`config.mk`:
```
export PLATFORM = sky130hd
export DESIGN_NAME = stepdown_softstart_seq
export DESIGN_NICKNAME = d
export VERILOG_FILES = /design/src/rtl/stepdown_softstart_seq.sv
export SDC_FILE = /design/constraint.sdc
export NUM_CORES = 1
export LEC_CHECK = 0
export ABC_AREA = 1
export CAP_MARGIN = 10
export CORE_ASPECT_RATIO = 1.5
export CORE_MARGIN = 2
export CORE_UTILIZATION = 45
export CTS_BUF_LIST = sky130_fd_sc_hd__clkbuf_4
export CTS_CLUSTER_DIAMETER = 120
export DETAILED_ROUTE_END_ITERATION = 12
export GPL_ROUTABILITY_DRIVEN = 0
export PLACE_DENSITY = 0.69
export SYNTH_ARGS = -nofsm -noshare
export SYNTH_HDL_FRONTEND = slang
export SYNTH_SLANG_ARGS = --single-unit
```
`constraint.sdc`:
```
create_clock -name CELCLK -period 1.6 [get_ports CELCLK]
set_clock_uncertainty 0.05 [all_clocks]
set_input_delay 0.24 -clock CELCLK [delete_from_list [all_inputs] [get_ports CELCLK]]
set_output_delay 0.24 -clock CELCLK [all_outputs]
set_load 0.01 [all_outputs]
```
`src/rtl/stepdown_softstart_seq.sv`:
```
// stepdown_softstart_seq: soft-start sequencer for the step-down converter.
// After enable it waits BLANK_CYC settle cycles and then ramps the reference DAC
// code from 0 to full scale, one step every (div_q+1) cycles. On fault or
// disable it discharges the code back to 0, one step per cycle.
// Ports:
//   CELCLK / CELRSTN  clock (rising edge) and asynchronous active-low reset
//   CELV / CELG / SUB supply, ground and substrate pins (no logic function)
//   en, fault         synchronous enable and level fault (fault wins)
//   div               cycles-per-step minus one, captured on BLANK->RAMP
//   ramp_code         reference DAC code
//   ss_busy           high in BLANK/RAMP/DISCHARGE (drives the 5V inverter input)
//   ss_done           high only in DONE
//   ss_state          IDLE=0 BLANK=1 RAMP=2 DONE=3 DISCHARGE=4
module stepdown_softstart_seq #(
   parameter int CODE_W    = 8,
   parameter int DIV_W     = 12,
   parameter int BLANK_CYC = 16
) (
   input  logic              CELCLK,
   input  logic              CELRSTN,
   input  logic              CELV,
   input  logic              CELG,
   input  logic              SUB,
   input  logic              en,
   input  logic              fault,
   input  logic [DIV_W-1:0]  div,
   output logic [CODE_W-1:0] ramp_code,
   output logic              ss_busy,
   output logic              ss_done,
   output logic [2:0]        ss_state
);

   localparam int BLK_W = $clog2(BLANK_CYC + 1);
   localparam logic [CODE_W-1:0] FULL     = '1;
   localparam logic [CODE_W-1:0] FULL_M1  = FULL - CODE_W'(1);
   localparam logic [BLK_W-1:0]  BLK_LAST = BLK_W'(BLANK_CYC - 1);

   typedef enum logic [2:0] {
      IDLE      = 3'd0,
      BLANK     = 3'd1,
      RAMP      = 3'd2,
      DONE      = 3'd3,
      DISCHARGE = 3'd4
   } state_t;

   state_t            state;
   logic [BLK_W-1:0]  blank_cnt;
   logic [DIV_W-1:0]  presc;
   logic [DIV_W-1:0]  div_q;

   // Power pins carry no logic; gathered here so they are visibly consumed.
   logic unused_pins;
   assign unused_pins = CELV ^ CELG ^ SUB;

   logic abort;
   assign abort = fault | ~en;

   assign ss_state = state;

   // ss_busy / ss_done are registered alongside the state so they never see a
   // combinational path from en or fault.
   always_ff @(posedge CELCLK or negedge CELRSTN) begin
      if (!CELRSTN) begin
         state     <= IDLE;
         ramp_code <= '0;
         ss_busy   <= 1'b0;
         ss_done   <= 1'b0;
         blank_cnt <= '0;
         presc     <= '0;
         div_q     <= '0;
      end else begin
         case (state)
            IDLE: begin
               ramp_code <= '0;
               if (en && !fault) begin
                  state     <= BLANK;
                  blank_cnt <= '0;
                  ss_busy   <= 1'b1;
                  ss_done   <= 1'b0;
               end
            end

            BLANK, RAMP, DONE: begin
               if (abort) begin
                  // A zero code has nothing to discharge; skip straight to IDLE.
                  state     <= (ramp_code == '0) ? IDLE : DISCHARGE;
                  ss_busy   <= (ramp_code != '0);
                  ss_done   <= 1'b0;
                  blank_cnt <= '0;
                  presc     <= '0;
               end else if (state == BLANK) begin
                  if (blank_cnt == BLK_LAST) begin
                     // div is captured once here; later changes wait for the next ramp.
                     div_q     <= div;
                     presc     <= '0;
                     blank_cnt <= '0;
                     state     <= RAMP;
                  end else begin
                     blank_cnt <= blank_cnt + 1'b1;
                  end
               end else if (state == RAMP) begin
                  if (presc == div_q) begin
                     presc <= '0;
                     if (ramp_code >= FULL_M1) begin
                        // Step that reaches full scale also completes the ramp.
                        ramp_code <= FULL;
                        state     <= DONE;
                        ss_busy   <= 1'b0;
                        ss_done   <= 1'b1;
                     end else begin
                        ramp_code <= ramp_code + 1'b1;
                     end
                  end else begin
                     presc <= presc + 1'b1;
                  end
               end else begin
                  ramp_code <= FULL;
               end
            end

            DISCHARGE: begin
               // en and fault are deliberately ignored until the code is back at 0.
               if (ramp_code <= CODE_W'(1)) begin
                  ramp_code <= '0;
                  state     <= IDLE;
                  ss_busy   <= 1'b0;
                  ss_done   <= 1'b0;
               end else begin
                  ramp_code <= ramp_code - 1'b1;
               end
            end

            default: begin
               state     <= IDLE;
               ramp_code <= '0;
               ss_busy   <= 1'b0;
               ss_done   <= 1'b0;
            end
         endcase
      end
   end

endmodule

```
-- Word level (Yosys, flattened, before mapping)
Index checks and enable logic that the tools add are counted.
- bitwise operators: 3
- $add $sub $neg: 4
- equal/unequal tests: 21
- reduce and logical (&&, ||, !) cells: 14
- muxes and demuxes: 42
- $lt $le $gt $ge: 2
- operators with widths (cell ; number):
    12-bit 2-to-1 mux ; 5
    8-bit 2-to-1 mux ; 6
    3-bit 2-to-1 mux ; 9
    5-bit 2-to-1 mux ; 4
    3-bit != test (second input constant) ; 6
    4-bit != test (second input constant) ; 4
    8-bit case mux with 2 select lines ; 1
    1-bit 2-to-1 mux ; 13
    12-bit by 1-bit adder with 12-bit output (second input constant) ; 1
    12-bit equality test ; 1
    6-bit AND reduction ; 2
    5-bit case mux with 2 select lines ; 1
    3-bit case mux with 3 select lines ; 1
    3-bit AND reduction ; 3
    8-bit by 1-bit adder with 8-bit output (second input constant) ; 1
    8-bit >= comparator (second input constant) ; 1
    8-bit by 1-bit less-or-equal comparator with 1-bit output (second input constant) ; 1
    8-bit logical NOT ; 1
    2-bit != test (second input constant) ; 4
    8-bit nonzero test ; 1
    8-bit by 1-bit subtractor with 8-bit output (second input constant) ; 1
    3-bit by 2-bit equality test with 1-bit output (second input constant) ; 2
    1-bit case mux with 3 select lines ; 2
    5-bit by 1-bit adder with 5-bit output (second input constant) ; 1
    other kinds (13) ; 14
- word-level logic and storage cells: 93
- input port bits: 19
- output and inout port bits: 13
- bits in registers: 42

-- Depth between registers and ports, before layout
- word-level depth: 7
- gate-level depth with buffers: 13

-- Worst setup path after synthesis
No wires, ideal clock.
- kind: reg2reg
- from: register ramp_code[0]
- to: register ramp_code[1]
- arrival time: 1.536 ns
- buffers on the path: 0
- stages on the path, launching flop included: 10
- setup time: 0.118 ns
- path slack: -0.104 ns
- required time: 1.432 ns
- path through: dfrtp_1 -> inv_1 -> ha_1 -> or2_2 -> nand3_1 -> nand2_1 -> o21ai_0 -> o21ai_0 -> nand3_1 -> nand2_1
- longest elaborated chain between the ends: 7
- ends and longest elaborated chain (what ; RTL line ; RTL):
    start, declared ; 27 ; output logic [CODE_W-1:0] ramp_code,
    start signal, assigned ; 111 ; ramp_code <= ramp_code + 1'b1;
    start signal, assigned ; 129 ; ramp_code <= ramp_code - 1'b1;
    8-bit by 1-bit adder with 8-bit output / 8-bit >= comparator (equally long branches) ; 111, 104 ;
    8-bit 2-to-1 mux ; 104 ; if (ramp_code >= FULL_M1) begin
    8-bit 2-to-1 mux ; 102 ; if (presc == div_q) begin
    8-bit 2-to-1 mux ; 101 ; end else if (state == RAMP) begin
    8-bit 2-to-1 mux ; 91 ; end else if (state == BLANK) begin
    8-bit 2-to-1 mux ; 84 ; if (abort) begin
    8-bit case mux with 2 select lines (*) ; 72 ; case (state)
Every way passes the cells marked *; elsewhere a longest branch is shown, timed or not. The select of a mux whose other input is x is not followed.
A chain may end at the register's enable or synchronous reset.

-- Final worst setup path
- from: register state[0] (netlist: ss_state[0])
- to: register presc[6]
- longest elaborated chain between the ends: 3
- ends and longest elaborated chain (what ; RTL line ; RTL):
    start, declared ; 46 ; state_t state;
    start signal, assigned ; 86 ; state <= (ramp_code == '0) ? IDLE : DISCHARGE;
    3-bit by 1-bit equality test with 1-bit output (tied with other cells) ; 72, 91 ;
    3-bit by 2-bit != test with 1-bit output (no source line) (tied with other cells) ; - ;
    3-bit AND reduction (no source line) / 12-bit 2-to-1 mux (equally long branches) ; - ;
    end signal, assigned ; 114 ; presc <= presc + 1'b1;
    end, declared ; 48 ; logic [DIV_W-1:0] presc;
Parallel ways exist; a longest one is shown, timed or not.

==> impl_metrics.csv <==
group,metric,value,unit
run_status,status,"complete, but fails checks",
run_status,violations,"setup timing",
yosys,synthAdderAreaFrac,3.28,%
route,dr.pass1.iters,5,
yosys,synthesis.area,2670,sq um
floorplanning,die_x,66.9,um
clock_network,cts_tree,"yes",
global_route,grt_pass1_vias,2850,
clock_network,cts_root_buf,"clkbuf_4",
placement,place.port_buffers,28,
yosys,synth_edf_count,0,
power_and_ir_drop,max-vdd-ir-drop,1.24,mV
worst_hold_path,hold_class,"in2async",
sta,slew_violations,0,
yosys,synth_top_family_by_area,"simple AND/OR/NAND/NOR gates",
layout,diodes,0,
yosys,synth_top_area_share,39.3,%
global_route,overflow,0,
layout,stdcell_area,4170,sq um
clock_network,h-tree-depth,2,
yosys,ys_types,30,
sta,min_period,1740,ps
yosys,synth_flop_cell,"dfrtp_1",
sta,setup_ws,-145,ps
yosys,yosysWarnings,0,
route,via_per_inst,5.25,
route,route.met3.wl,260,um
yosys,syn_nets,404,
floorplanning,rows,34,
yosys,synthMuxAreaShare,1.68,%
global_route,antenna_found_initial,0,
sta,post-route-period-util,109,%
sta,tightest_slew,420,ps
layout,fin_nets,513,
placement,place_area,3430,sq um
global_route,grt_pass1_wl,12300,um
clock_network,clk_pin_slew_worst_paths,130,ps
route,wl,8180,um
floorplanning,coreArea,5790,sq um
power_and_ir_drop,p_leak,2.05,nW
yosys,synthArstFlopShare,100,%
yosys,yosysSeqAreaShare,39.3,%
layout,regArea,1060,sq um
layout,syn2layout_area_growth,56.1,%
flow_run,cap_violations,0,
route,met1_length,3040,um
yosys,synth_most_common_cell,"nand2_1",
sta,hold_ws,279,ps
critical_path,crit_required,1850,ps
route,ant_nets,0,
critical_path,cp.arrival,2000,ps
clock_network,clkLatencyLatePin,360,ps
floorplanning,io_pins,32,
power_and_ir_drop,total_power,0.00669,W
route,wl_per_cell,14.6,um
critical_path,startpoint_type,"register",
clock_network,clk_path_buf_depth,2,
sta,fmax,573,MHz
critical_path,end_kind,"register",
sta,rsz0062_at_grt,"true",
power_and_ir_drop,pwr_density_cell,1600,nW/um^2
critical_path,worstSetupPathType,"reg2reg",
yosys,synth_top_area_cell,"dfrtp_1",
yosys,ys_top_cells_by_count,"nand2_1, inv_1, nor2_1",
sta,setup-tns-final,-1380,ps
sta,relSlewSlack,72.0,%
floorplanning,die_y,98.4,um
global_route,grt_usage,24.2,%
yosys,ys_top_cells_by_area,"dfrtp_1, nand2_1, nand3_1",
critical_path,crit_path_max_fanout,4,
sta,hold_violations,0,
clock_network,cts_buffers,5,
layout,num-fill-cells,433,
layout,multi_input_area,1750,sq um
clock_network,cts.sinks,42,
route,met2_length,4560,um
yosys,synth_compound_area_share,8.47,%
layout,drive_gt1_share,38.3,%
yosys,syn_avg_cell_area,7.07,sq um
route,drc,0,
yosys,synthCells,378,
route,top_layer,"met4",
floorplanning,initial_utilization,46.2,%
sta,setup_viol,22,
yosys,postSynthRegisterBits,42,
floorplanning,die_area,6590,sq um
route,drt_iter0_drc,127,
route,vias,2938,
placement,hpwl,5030,um
global_route,grt_max_degree,28,
yosys,synthXorXnorAreaFrac,3.93,%
yosys,synth-simple-area-share,34.9,%
[final timing paths]
kind	slack (ps)	to	start	cells after the start
max	-140	presc[6]	ss_state[0]	12
min	280	div_q[9]	CELRSTN	2
max reg2reg	-140	presc[6]	ss_state[0]	12
min reg2reg	450	ss_busy	ss_busy	2
max in group asynchronous	720	ramp_code[0]	CELRSTN	3
min in group CELCLK	400	div_q[6]	div[6]	3
[per-stage QoR]
| stage | setup slack, ps | std cells | util (%) |
|---|---|---|---|
| after floorplan | -3.78 | 378 | - |
| after global placement | -215 | 523 | 59.3 |
| after detailed placement | -252 | 523 | 59.3 |
| after CTS | -63.9 | 553 | 67.3 |
| after global routing | -250 | 560 | 72.1 |
| final | -145 | 560 | 72.1 |
[report_power, final]
part / internal [W] / switching [W]
sequential: 0.00127 / 0.000175
clock: 0.000366 / 0.000361
combinational: 0.00214 / 0.00239
total: 0.00377 / 0.00292
[registers in the layout (all words and copies together), names as in the netlist]
register / count
div_q: 12
presc: 12
ramp_code: 8
blank_cnt: 5
ss_state: 3
ss_busy: 1
ss_done: 1
[placed cells by master, fill, tap and decap left out, types with 2 or more instances in the layout]
cell type        synthesis  final
a21oi_1                 12     10
mux2_2                   4      4
or2_4                    0      2
xnor2_1                  5      5
nand3_1                 38     25
nor2_1                  45     33
o21ai_0                 17      3
buf_6                    2     10
nor2_2                   2      7
nand3_2                  2     10
o21ai_2                  1     10
xor2_1                   7      7
inv_2                    3      7
nand2_1                112     98
buf_4                    0     65
ha_4                     0      2
buf_2                    4      2
dfrtp_1                 42     37
clkinv_8                 0      2
nand2_2                  7     12
inv_1                   45     36
nand2_4                  0      9
o21ai_1                  8     12
dfrtp_2                  0      5
nor3_1                   2      2
inv_4                    0      4
clkdlybuf4s50_1          0     15
buf_12                   0      4
clkbuf_4                 0      7
nand4_1                  3      3
ha_2                     0      4
nand3_4                  0      5
nor2_4                   1      8
a21oi_4                  1      2
dlygate4sd2_1            0      9
a21oi_2                  1      2
[cell type report]
cell class,instances,area share [%]
sequential,42,25.3
timing repair buffer,108,23.4
multi-input combinational,281,41.9
inverter,48,4.86
clock inverter,1,0.719
clock buffer,7,1.26
tap,72,2.16
timing repair inverter,1,0.390
[worst max-delay path: stages (launching register included)]
cell,delay [ps]
dfrtp_1,420
buf_6,130
inv_4,30
nor2_4,110
nand2_4,90
nand2_4,80
inv_2,40
nand2_2,70
nand3_4,100
bufbuf_16,280
o21ai_1,130
nand2_1,70
nor2_1,80
[logic make-up after synthesis]
logic type,Yosys count
AOI/OAI and AO/OA,41
xor gates and xnor gates,12
adders and majority gates,7
buffers and inverters,55
DFF,42
muxes,4
and+or+nand+nor,217
[layer usage]
metal	vias to the layer above	track usage, %
li1	1410	-
met1	1418	25.8
met2	82	44.8
met3	28	3.34
met4	0	11.5
met5	-	0
[repair_timing]
action                                 4_1_cts  5_1_grt
hold buffers                                 1        0
pin swaps                                   23       23
gates resized for setup                     75       68
gates cloned                                 1        1
setup buffers                               20        6
endpoints found under the hold margin       15        0
setup endpoints to repair                   40       35
(Power assumes the default switching activity.)
